File: config.mk
export PLATFORM = sky130hd
export DESIGN_NAME = pipe_skid_reg
export DESIGN_NICKNAME = d
export VERILOG_FILES = /design/src/rtl/pipe_skid_reg_pkg.sv /design/src/rtl/pipe_skid_reg.sv
export SDC_FILE = /design/constraint.sdc
export NUM_CORES = 1
export LEC_CHECK = 0
export BUFFER_PORTS_ARGS = -buffer_cell sky130_fd_sc_hd__buf_4
export CORE_MARGIN = 2
export CORE_UTILIZATION = 57
export CTS_BUF_LIST = sky130_fd_sc_hd__clkbuf_4 sky130_fd_sc_hd__clkbuf_8 sky130_fd_sc_hd__clkbuf_16
export CTS_CLUSTER_DIAMETER = 120
export DETAILED_ROUTE_END_ITERATION = 8
export PLACE_DENSITY = 0.84
export SYNTH_ARGS = -nofsm -noshare
export SYNTH_HDL_FRONTEND = slang
export SYNTH_SLANG_ARGS = --single-unit
File: constraint.sdc
create_clock -name clk -period 3.4 [get_ports clk]
set_input_delay 0.17 -clock clk [delete_from_list [all_inputs] [get_ports clk]]
set_output_delay 0.17 -clock clk [all_outputs]
set_load 0.005 [all_outputs]
File: src/rtl/pipe_skid_reg_pkg.sv
// ============================================================================
// Module      : pipe_skid_reg_pkg
// Description : Shared DSP definitions for the skid-buffer pipeline stage.
// Revision    : 1.0 - initial release
// ============================================================================
`default_nettype none

package pipe_skid_reg_pkg;

  localparam int unsigned C_DEFAULT_LENGTH = 18;

  typedef enum logic [1:0] {
    ST_EMPTY = 2'b00,
    ST_BUSY  = 2'b01,
    ST_FULL  = 2'b10
  } skid_state_e;

endpackage : pipe_skid_reg_pkg

`default_nettype wire

File: src/rtl/pipe_skid_reg.sv
// ============================================================================
// Module      : pipe_skid_reg
// Description : Valid/ready pipeline stage; registered skid buffer or bypass.
// Revision    : 1.0 - initial release
// ============================================================================
`default_nettype none

module pipe_skid_reg
  import pipe_skid_reg_pkg::*;
#(
  parameter int unsigned LENGTH  = C_DEFAULT_LENGTH,
  parameter bit          USE_REG = 1'b1
) (
  input  logic              clk,
  input  logic              rst_n,
  input  logic              clk_en,
  input  logic              in_valid,
  output logic              in_ready,
  input  logic [LENGTH-1:0] in_data,
  output logic              out_valid,
  input  logic              out_ready,
  output logic [LENGTH-1:0] out_data
);

  generate
    if (USE_REG) begin : g_reg
      skid_state_e       r_state;
      skid_state_e       w_state_nxt;
      logic [LENGTH-1:0] r_main;
      logic [LENGTH-1:0] w_main_nxt;
      logic [LENGTH-1:0] r_skid;
      logic [LENGTH-1:0] w_skid_nxt;
      logic              w_in_xfer;
      logic              w_out_xfer;

      // in_ready depends only on registered state, never on out_ready;
      // it is also held low while reset is asserted.
      assign in_ready   = (r_state != ST_FULL) & clk_en & rst_n;
      assign out_valid  = (r_state != ST_EMPTY) & clk_en;
      assign out_data   = r_main;

      assign w_in_xfer  = in_valid & in_ready;
      assign w_out_xfer = out_valid & out_ready;

      always_comb begin
        w_state_nxt = r_state;
        w_main_nxt  = r_main;
        w_skid_nxt  = r_skid;
        case (r_state)
          ST_EMPTY: begin
            if (w_in_xfer) begin
              w_main_nxt  = in_data;
              w_state_nxt = ST_BUSY;
            end
          end
          ST_BUSY: begin
            case ({w_in_xfer, w_out_xfer})
              2'b11: w_main_nxt = in_data;
              2'b10: begin
                w_skid_nxt  = in_data;
                w_state_nxt = ST_FULL;
              end
              2'b01: w_state_nxt = ST_EMPTY;
              default: ;
            endcase
          end
          ST_FULL: begin
            if (w_out_xfer) begin
              w_main_nxt  = r_skid;
              w_state_nxt = ST_BUSY;
            end
          end
          default: w_state_nxt = ST_EMPTY;
        endcase
      end

      // With clk_en low both handshakes are forced low, so the hold path
      // above already freezes every register.
      always_ff @(posedge clk or negedge rst_n) begin
        if (!rst_n) begin
          r_state <= ST_EMPTY;
          r_main  <= '0;
          r_skid  <= '0;
        end else begin
          r_state <= w_state_nxt;
          r_main  <= w_main_nxt;
          r_skid  <= w_skid_nxt;
        end
      end
    end else begin : g_bypass
      assign out_valid = in_valid;
      assign out_data  = in_data;
      assign in_ready  = out_ready;
    end
  endgenerate

endmodule : pipe_skid_reg

`default_nettype wire

After elaboration in Yosys (flattened, before gate mapping)
Cells that the tools add are included.
{"block": "totals", "elab_cells": 32, "latch_bits": 0, "mem_bits_ro": 0, "output_inout_bits": 20, "memories": 0, "ramBits": 0, "ff_bits": 38, "input_bits": 23}
{"block": "classes", "bitwise_logic": 5, "reduce_logical": 6, "shifts": 0, "eq_ne": 10, "mul": 0, "n_lt_le_gt_ge": 0, "n_addsub": 0, "div_mod_pow": 0, "muxes": 8}
{"op": "2-to-1 mux 18 bit", "count": 3}
{"op": "case mux 18 bit (3 select lines)", "count": 1}
{"op": "equality test 2 bit (second input constant)", "count": 3}
{"op": "inequality test 2 bit (second input constant)", "count": 3}
{"op": "case mux 2 bit (3 select lines)", "count": 1}
{"op": "bitwise AND 1 bit", "count": 5}
{"op": "equality test 2 x 1 -> 1 bit (second input constant)", "count": 2}
{"op": "2-to-1 mux 2 bit", "count": 2}
{"op": "case mux 2 bit (2 select lines)", "count": 1}
{"op": "AND reduction 4 bit", "count": 1}
{"op": "inequality test 3 x 2 -> 1 bit (second input constant)", "count": 1}
{"op": "AND reduction 3 bit", "count": 1}
{"op": "nonzero test 3 bit", "count": 1}
{"op": "logical NOT 2 bit", "count": 1}
{"op": "inequality test 2 x 1 -> 1 bit (second input constant)", "count": 1}
{"op": "AND reduction 2 bit", "count": 1}
{"op": "nonzero test 2 bit", "count": 1}

Depth between registers and ports, before layout
Gate-level depths: netlist of run 1.
{"block": "logic_depth", "word_depth": 7, "ltp_mapped": 10, "mapped_depth_nobuf": 7}

Worst setup path after synthesis of run 1
No wires, ideal clock.
{"block": "synth_path", "path_kind": "register to register", "from": "register g_reg.r_state[1]", "to": "register g_reg.r_main[0] (netlist: out_data[0])", "period_less_slack_ns": 2.246, "setup_ns": 0.125, "required_ns": 3.275, "slack_ns": 1.154, "n_path_buf": 2, "stages_incl_launch_ff": 10, "t_arrival_ns": 2.121, "cell_sequence": "dfrtp_1 nor2b_1 buf_2 nor2_1 and2_1 ha_1 nand3b_1 a22oi_4 buf_12 mux2_4"}
{"block": "synth_between", "elab_chain_cells": 7, "word_cells_on_any_way": 17, "classes_between": "eq/ne (7); mux (1); bitwise (5); reduce/logical (4)"}
{"item": "start, declared", "line_no": "pipe_skid_reg.sv:27", "rtl": "skid_state_e r_state;"}
{"item": "start signal, assigned", "line_no": "pipe_skid_reg.sv:85", "rtl": "r_state <= w_state_nxt;"}
{"item": "inequality test 2 bit (*)", "line_no": "pipe_skid_reg.sv:38", "rtl": "assign in_ready = (r_state != ST_FULL) & clk_en & rst_n;"}
{"item": "bitwise AND 1 bit (*) (2 in a row)", "line_no": "pipe_skid_reg.sv:38"}
{"item": "net in_ready", "line_no": "pipe_skid_reg.sv:18", "rtl": "output logic in_ready,"}
{"item": "bitwise AND 1 bit (*)", "line_no": "pipe_skid_reg.sv:42", "rtl": "assign w_in_xfer = in_valid & in_ready;"}
{"item": "equality test 2 bit", "line_no": "pipe_skid_reg.sv:57", "rtl": "case ({w_in_xfer, w_out_xfer})"}
{"item": "inequality test 2 x 1 -> 1 bit (no source line)"}
{"item": "AND reduction 4 bit (no source line) (*)"}
{"item": "end signal, assigned", "line_no": "pipe_skid_reg.sv:86", "rtl": "r_main <= w_main_nxt;"}
{"item": "end, declared", "line_no": "pipe_skid_reg.sv:29", "rtl": "logic [LENGTH-1:0] r_main;"}
Mark *: on every way through the listed nets, which the timed path passes. The rest lies on a longest branch.
A chain may end at the register's enable or synchronous reset.

Worst setup path after layout of run 1
{"block": "layout_path", "from": "register g_reg.r_state[1]", "to": "register g_reg.r_main[10] (netlist: out_data[10])"}
{"block": "layout_between", "elab_chain_cells": 7, "word_cells_on_any_way": 17, "classes_between": "eq/ne (7); mux (1); bitwise (5); reduce/logical (4)"}
{"item": "inequality test 2 bit", "line_no": "pipe_skid_reg.sv:38"}
{"item": "bitwise AND 1 bit (2 in a row)", "line_no": "pipe_skid_reg.sv:38"}
{"item": "bitwise AND 1 bit", "line_no": "pipe_skid_reg.sv:42"}
{"item": "equality test 2 bit", "line_no": "pipe_skid_reg.sv:57"}
{"item": "inequality test 2 x 1 -> 1 bit (no source line)"}
{"item": "AND reduction 4 bit (no source line)"}
Several ways; a longest one is shown, not always the timed one.

==> flow_summary.json, run 1 <==
{
  "setup_viol": 0,
  "syn-cell-area_sq_um": 1830,
  "crit_chain": "nor2b_2 > nor2_1 > and2_1 > ha_1 > nand3b_1 > a22oi_4 > mux2_2",
  "cp_max_fo": 18,
  "cts_buffers": 5,
  "grt_pass1_vias": 1223,
  "yosys_warnings": 0,
  "r2r_end": "out_data[10]",
  "hp-class": "in -> reg",
  "layout_worst_path_cycle_share_pct": 75.1,
  "yosys.area.top_type": "dfrtp_1",
  "setup_tns_ps": 0,
  "route.vias.total": 1158,
  "fin_nets": 196,
  "fmax_mhz": 392,
  "wl_mm": 3.50,
  "overflow": 0,
  "rows": 20,
  "cts-root-buf": "clkbuf_4",
  "post_cts_buffers": 0,
  "synth_top_flop_cell": "dfrtp_1",
  "diodes": 0,
  "finalHoldViolations": 0,
  "tightest_slew_ps": 781,
  "irDropWorstVdd_v": 0.000504,
  "yosysMostFrequentCell": "mux2_2",
  "slew_headroom_pct": 47.9,
  "synth_edf_count": 0,
  "firstDrtPassIters": 6,
  "multi_input_area_sq_um": 830,
  "layout-drive-gt1-share_pct": 64.1,
  "ctsResizeCount": 0,
  "routabilityCongestion": 0.798,
  "ys_seq_elements": 38,
  "area_growth_pct": 21.8,
  "clk_latency_ps": 340,
  "synth_xor_xnor_area_share_pct": 0,
  "netlist-cell-type-count": 21,
  "ys_top_cells_by_count": "44 x mux2_2, 38 x dfrtp_1, 10 x mux2_4",
  "async_flop_share_pct": 100,
  "finClkSkew_ps": 5.05,
  "cts_tree": "built",
  "drt-wirelength-per-cell_um": 16.4,
  "max_cap_viol_count": 0,
  "synth_fa_ha_area_share_pct": 2.05,
  "required_ps": 3630,
  "io_buffers": 42,
  "nFillCells": 220,
  "grt_max_degree": 41,
  "cp-end-kind": "flop",
  "cellPowerDensity_nw_per_um2": 793,
  "path_buf_inv": 0,
  "cts.path.max_buffers": 2,
  "status": "finished, final reports clean",
  "antenna_found_initial": 0,
  "synth_compound_area_share_pct": 3.28,
  "die_y_um": 60.7,
  "cp-start-kind": "flop",
  "drt_iter0_markers": 20,
  "postRouteAntennaNets": 0,
  "synth_top_family_by_area": "multiplexers",
  "initial_core_util_pct": 60.0,
  "die_area_sq_um": 3680,
  "min_period_ps": 2550,
  "critPathLaunch": "g_reg.r_state[1]",
  "cts_sinks": 38,
  "hold_slack_ps": 62.2,
  "dp_hpwl_mm": 2.41,
  "die_w_um": 60.7,
  "reg2reg_depth": 7,
  "cts_hold_buf": 1,
  "cts_htree_levels": 2,
  "io_pins": 43,
  "rsz0062_at_grt": "false",
  "worstReg2RegStart": "g_reg.r_state[1]",
  "yosysSeqAreaShare_pct": 51.9,
  "coreArea_sq_um": 3050,
  "crit_family": "simple AND/OR/NAND/NOR gates",
  "synthMuxAreaShare_pct": 35.2,
  "syn-num-nets": 149,
  "path_depth": 7,
  "path_class": "reg -> reg",
  "grt.total_usage_pct": 21.6,
  "synth_area_leaders": "dfrtp_1 52%, mux2_2 27%, mux2_4 8.2%",
  "critPathSlowestCell": "a22oi_4",
  "leakagePower_nw": 1.05,
  "grt_pass1_wl_mm": 5.80,
  "crit_path_end": "out_data[10]",
  "avgSynthCellArea_sq_um": 14.9,
  "drv_slew": 0,
  "r2r_slack_ps": 850,
  "cts.clk_slew.worst_paths_ps": 110,
  "arrival_ps": 2790,
  "cpPeakStageDelay_ps": 680,
  "synth_cells": 123,
  "drc": 0,
  "netlist.area_leader.share_pct": 51.9,
  "synthSimpleGateAreaFrac_pct": 4.58,
  "register_area_sq_um": 951,
  "viasPerCell": 5.41
}
[state kept, by name, indices dropped and copies added, names as in the netlist]
name	cells
g_reg.r_state	2
g_reg.r_skid	18
out_data	18
[cells by family (layout without fill, tap and decap cells)]
kind of cell,after synthesis,after routing
simple gates,14,14
buf+inv,7,54
compound gates,7,7
fa+ha+maj,3,3
mux,54,54
flops,38,38
[final cells by class]
cell class,count,share of cell area (%)
Clock buffer,5,1.68
Clock inverter,2,0.449
Inverter,2,0.337
Multi-Input combinational cell,78,37.2
Sequential cell,38,42.6
Tap cell,44,2.47
Timing Repair Buffer,45,15.3
[metal layers]
layer	track usage, %	share of wire (%)
met5	0	0
met3	6.40	5.2
met2	34.6	49
met1	27.8	44
met4	8.39	2.1
[where the power goes]
group          leakage [nW]  total, mW  switching (mW)  internal [mW]
combinational         0.560      0.741           0.248          0.493
sequential            0.459      0.812           0.136          0.677
clock                0.0308      0.216           0.141         0.0744
total                  1.05       1.77           0.525           1.24
[metrics by stage]
stage                     area (sq um)  util [%]  setup WS (ps)  total power, mW  cells
after detailed placement          2170      71.2            918             1.57    206
after global routing              2230      73.1            697             1.89    214
after global placement            2170      71.2           1020             1.52    206
after CTS                         2230      73.1            862             1.79    214
after floorplan                   1830         -           1150             1.29    123
final                             2230      73.1            847             1.77    214
[worst min path at each step]
stage                from              end  slack [ps]  cells after the start
2_1_floorplan       rst_n  g_reg.r_skid[0]        -130                      0
3_3_place_gp        rst_n  g_reg.r_skid[6]         250                      2
3_5_place_dp        rst_n  g_reg.r_skid[6]         260                      2
4_1_cts        in_data[2]  g_reg.r_skid[2]          40                      2
5_1_grt        in_data[2]  g_reg.r_skid[2]          30                      2
6_report       in_data[2]  g_reg.r_skid[2]          60                      2
[placed cells by master (no fill, tap or decap), drive strengths merged, types with 2 or more instances in the layout]
| cell | Yosys | final |
|---|---|---|
| ha | 3 | 3 |
| o21ai | 2 | 2 |
| nand3b | 3 | 3 |
| o21a | 2 | 2 |
| dfrtp | 38 | 38 |
| inv | 2 | 2 |
| nand2 | 6 | 6 |
| clkinv | 0 | 2 |
| clkbuf | 0 | 5 |
| mux2 | 54 | 54 |
| buf | 5 | 44 |
Note: power is estimated with default switching activity, not from simulation.
==> run 2, diff against run 1 <==
- CORE_UTILIZATION: 57 -> 53
- PLACE_DENSITY: 0.84 -> 0.79
- clock period: 3.4 -> 2.55 ns (I/O delays scaled with it)
==> run 2 against run 1 <==
Non-clock buffer count is 1 higher. Sequential power is 33% higher. Largest power group unchanged. Final area is 1.2% higher. Total power is 35% higher. Clock power is 44% higher. Sequential share of layout area is 0.52 points lower.
==> flow_summary.json, run 2 (same netlist as run 1, synthesis figures left out) <==
{
  "status": "finished, final reports clean",
  "cp-end-kind": "flop",
  "io_pins": 43,
  "required_ps": 2780,
  "setup_viol": 0,
  "setup_tns_ps": 0,
  "firstDrtPassIters": 4,
  "max_cap_viol_count": 0,
  "worstHoldEndpoint": "g_reg.r_skid[1]",
  "leakagePower_nw": 1.06,
  "hold_start": "in_data[1]",
  "arrival_ps": 2410,
  "seq_power_share_pct": 45.2,
  "antenna_found_initial": 0,
  "clk_latency_ps": 340,
  "r2r_slack_ps": 360,
  "cts.path.max_buffers": 2,
  "drv_slew": 0,
  "p_total_mw": 2.39,
  "cts_htree_levels": 2,
  "cp-start-kind": "flop",
  "fmax_mhz": 457,
  "finClkSkew_ps": 5.63,
  "die_w_um": 62.8,
  "r2r_end": "out_data[15]",
  "layout_worst_path_cycle_share_pct": 85.7,
  "p_sw_uw": 687,
  "worstReg2RegStart": "g_reg.r_state[1]",
  "cts_sinks": 38,
  "cts_tree": "built",
  "viasPerCell": 5.21,
  "cts.clk_slew.worst_paths_ps": 100,
  "path_class": "reg -> reg",
  "reg2reg_depth": 8,
  "min_period_ps": 2190,
  "io_buffers": 42,
  "irDropWorstVdd_v": 0.000486,
  "routabilityCongestion": 0.681,
  "cts-root-buf": "clkbuf_4",
  "rows": 21,
  "drt_iter0_markers": 20,
  "grt_max_degree": 41,
  "die_area_sq_um": 3940,
  "cp_max_fo": 18,
  "critPathLaunch": "g_reg.r_state[1]",
  "grt_pass1_vias": 1146,
  "clkPwrFrac_pct": 13.0,
  "cellPowerDensity_nw_per_um2": 1060,
  "layout-drive-gt1-share_pct": 64.3,
  "finalHoldViolations": 0,
  "diodes": 0,
  "drt-wirelength-per-cell_um": 15.3,
  "route.vias.total": 1130,
  "hp-class": "in -> reg",
  "tightest_slew_ps": 505,
  "overflow": 0,
  "intPower_mw": 1.70,
  "wl_mm": 3.33,
  "grt_pass1_wl_mm": 5.47,
  "postRouteAntennaNets": 0,
  "coreArea_sq_um": 3340,
  "fin_nets": 197,
  "cts_buffers": 5,
  "dp_cells": 209,
  "dp_hpwl_mm": 2.31,
  "rsz0062_at_grt": "false",
  "initial_core_util_pct": 54.9,
  "grt.total_usage_pct": 18.6,
  "combPwrFrac_pct": 41.8,
  "worstHoldPathCells": 2,
  "instances_no_fill": 217,
  "final_cell_mix": "44 x mux2_2, 44 x buf_4, 38 x dfrtp_1",
  "area_growth_pct": 23.3,
  "drc": 0,
  "die_y_um": 62.8,
  "slew_headroom_pct": 66.4,
  "p_sw_share_pct": 28.7
}
## run 2: changes by cell type in the layout (fill, tap and decap cells not counted)
cell      change
buf_12        +1
clkbuf_4      +2
clkinv_2      -2
## run 2: worst max-delay path by stage
| stage | to |
|---|---|
| floorplan | out_data[0] |
| global route | out_data[15] |
| detailed placement | out_data[15] |
| finish | out_data[15] |
| global placement | out_data[9] |
| CTS | out_data[15] |
## run 2: repair_timing
action	CTS	global route
hold buffers	1	0
hold endpoints to repair	38	0
gates resized for setup	0	0
buffers inserted	0	0
## run 2: layout make-up
type                       instances  area, sq um
clock buffer                       7         52.6
fill                             260         1080
inverter                           2         7.51
multi-input combinational         78          830
sequential                        38          951
tap                               46         57.6
timing repair buffer              46          360
## run 2: power groups by stage
stage	Clock, mW	Sequential [mW]	Combinational, mW
floorplan	0	1.05	0.665
global placement	0	1.07	0.980
detailed placement	0	1.10	1.01
CTS	0.321	1.09	1.02
global route	0.348	1.13	1.08
finish	0.310	1.08	0.999
## run 2: through the flow
stage          setup slack [ps]  hold WS [ps]  instance area, sq um  util [%]
2_1_floorplan               304          -168                  1830         -
3_3_place_gp                495           223                  2200      65.8
3_5_place_dp                369           221                  2200      65.8
4_1_cts                     355          7.03                  2260      67.7
5_1_grt                     221          2.73                  2260      67.7
6_report                    364          19.3                  2260      67.7
## run 2: critical path, cell delays in order (launching register included)
cell,delay (ps)
dfrtp_1,470
nor2b_2,190
nor2_1,190
and2_1,180
ha_1,150
nand3b_1,120
a22oi_4,220
buf_12,200
mux2_2,360
## run 2: layer usage
layer | part of all wire [%] | wire length [um] | up-vias | GRT usage (%)
li1 | - | - | 537 | -
met1 | 44 | 1450 | 558 | 22.8
met2 | 50 | 1680 | 30 | 30.8
met3 | 4.3 | 143 | 5 | 5.05
met4 | 1.7 | 55 | 0 | 8.33
met5 | 0 | 0 | - | 0
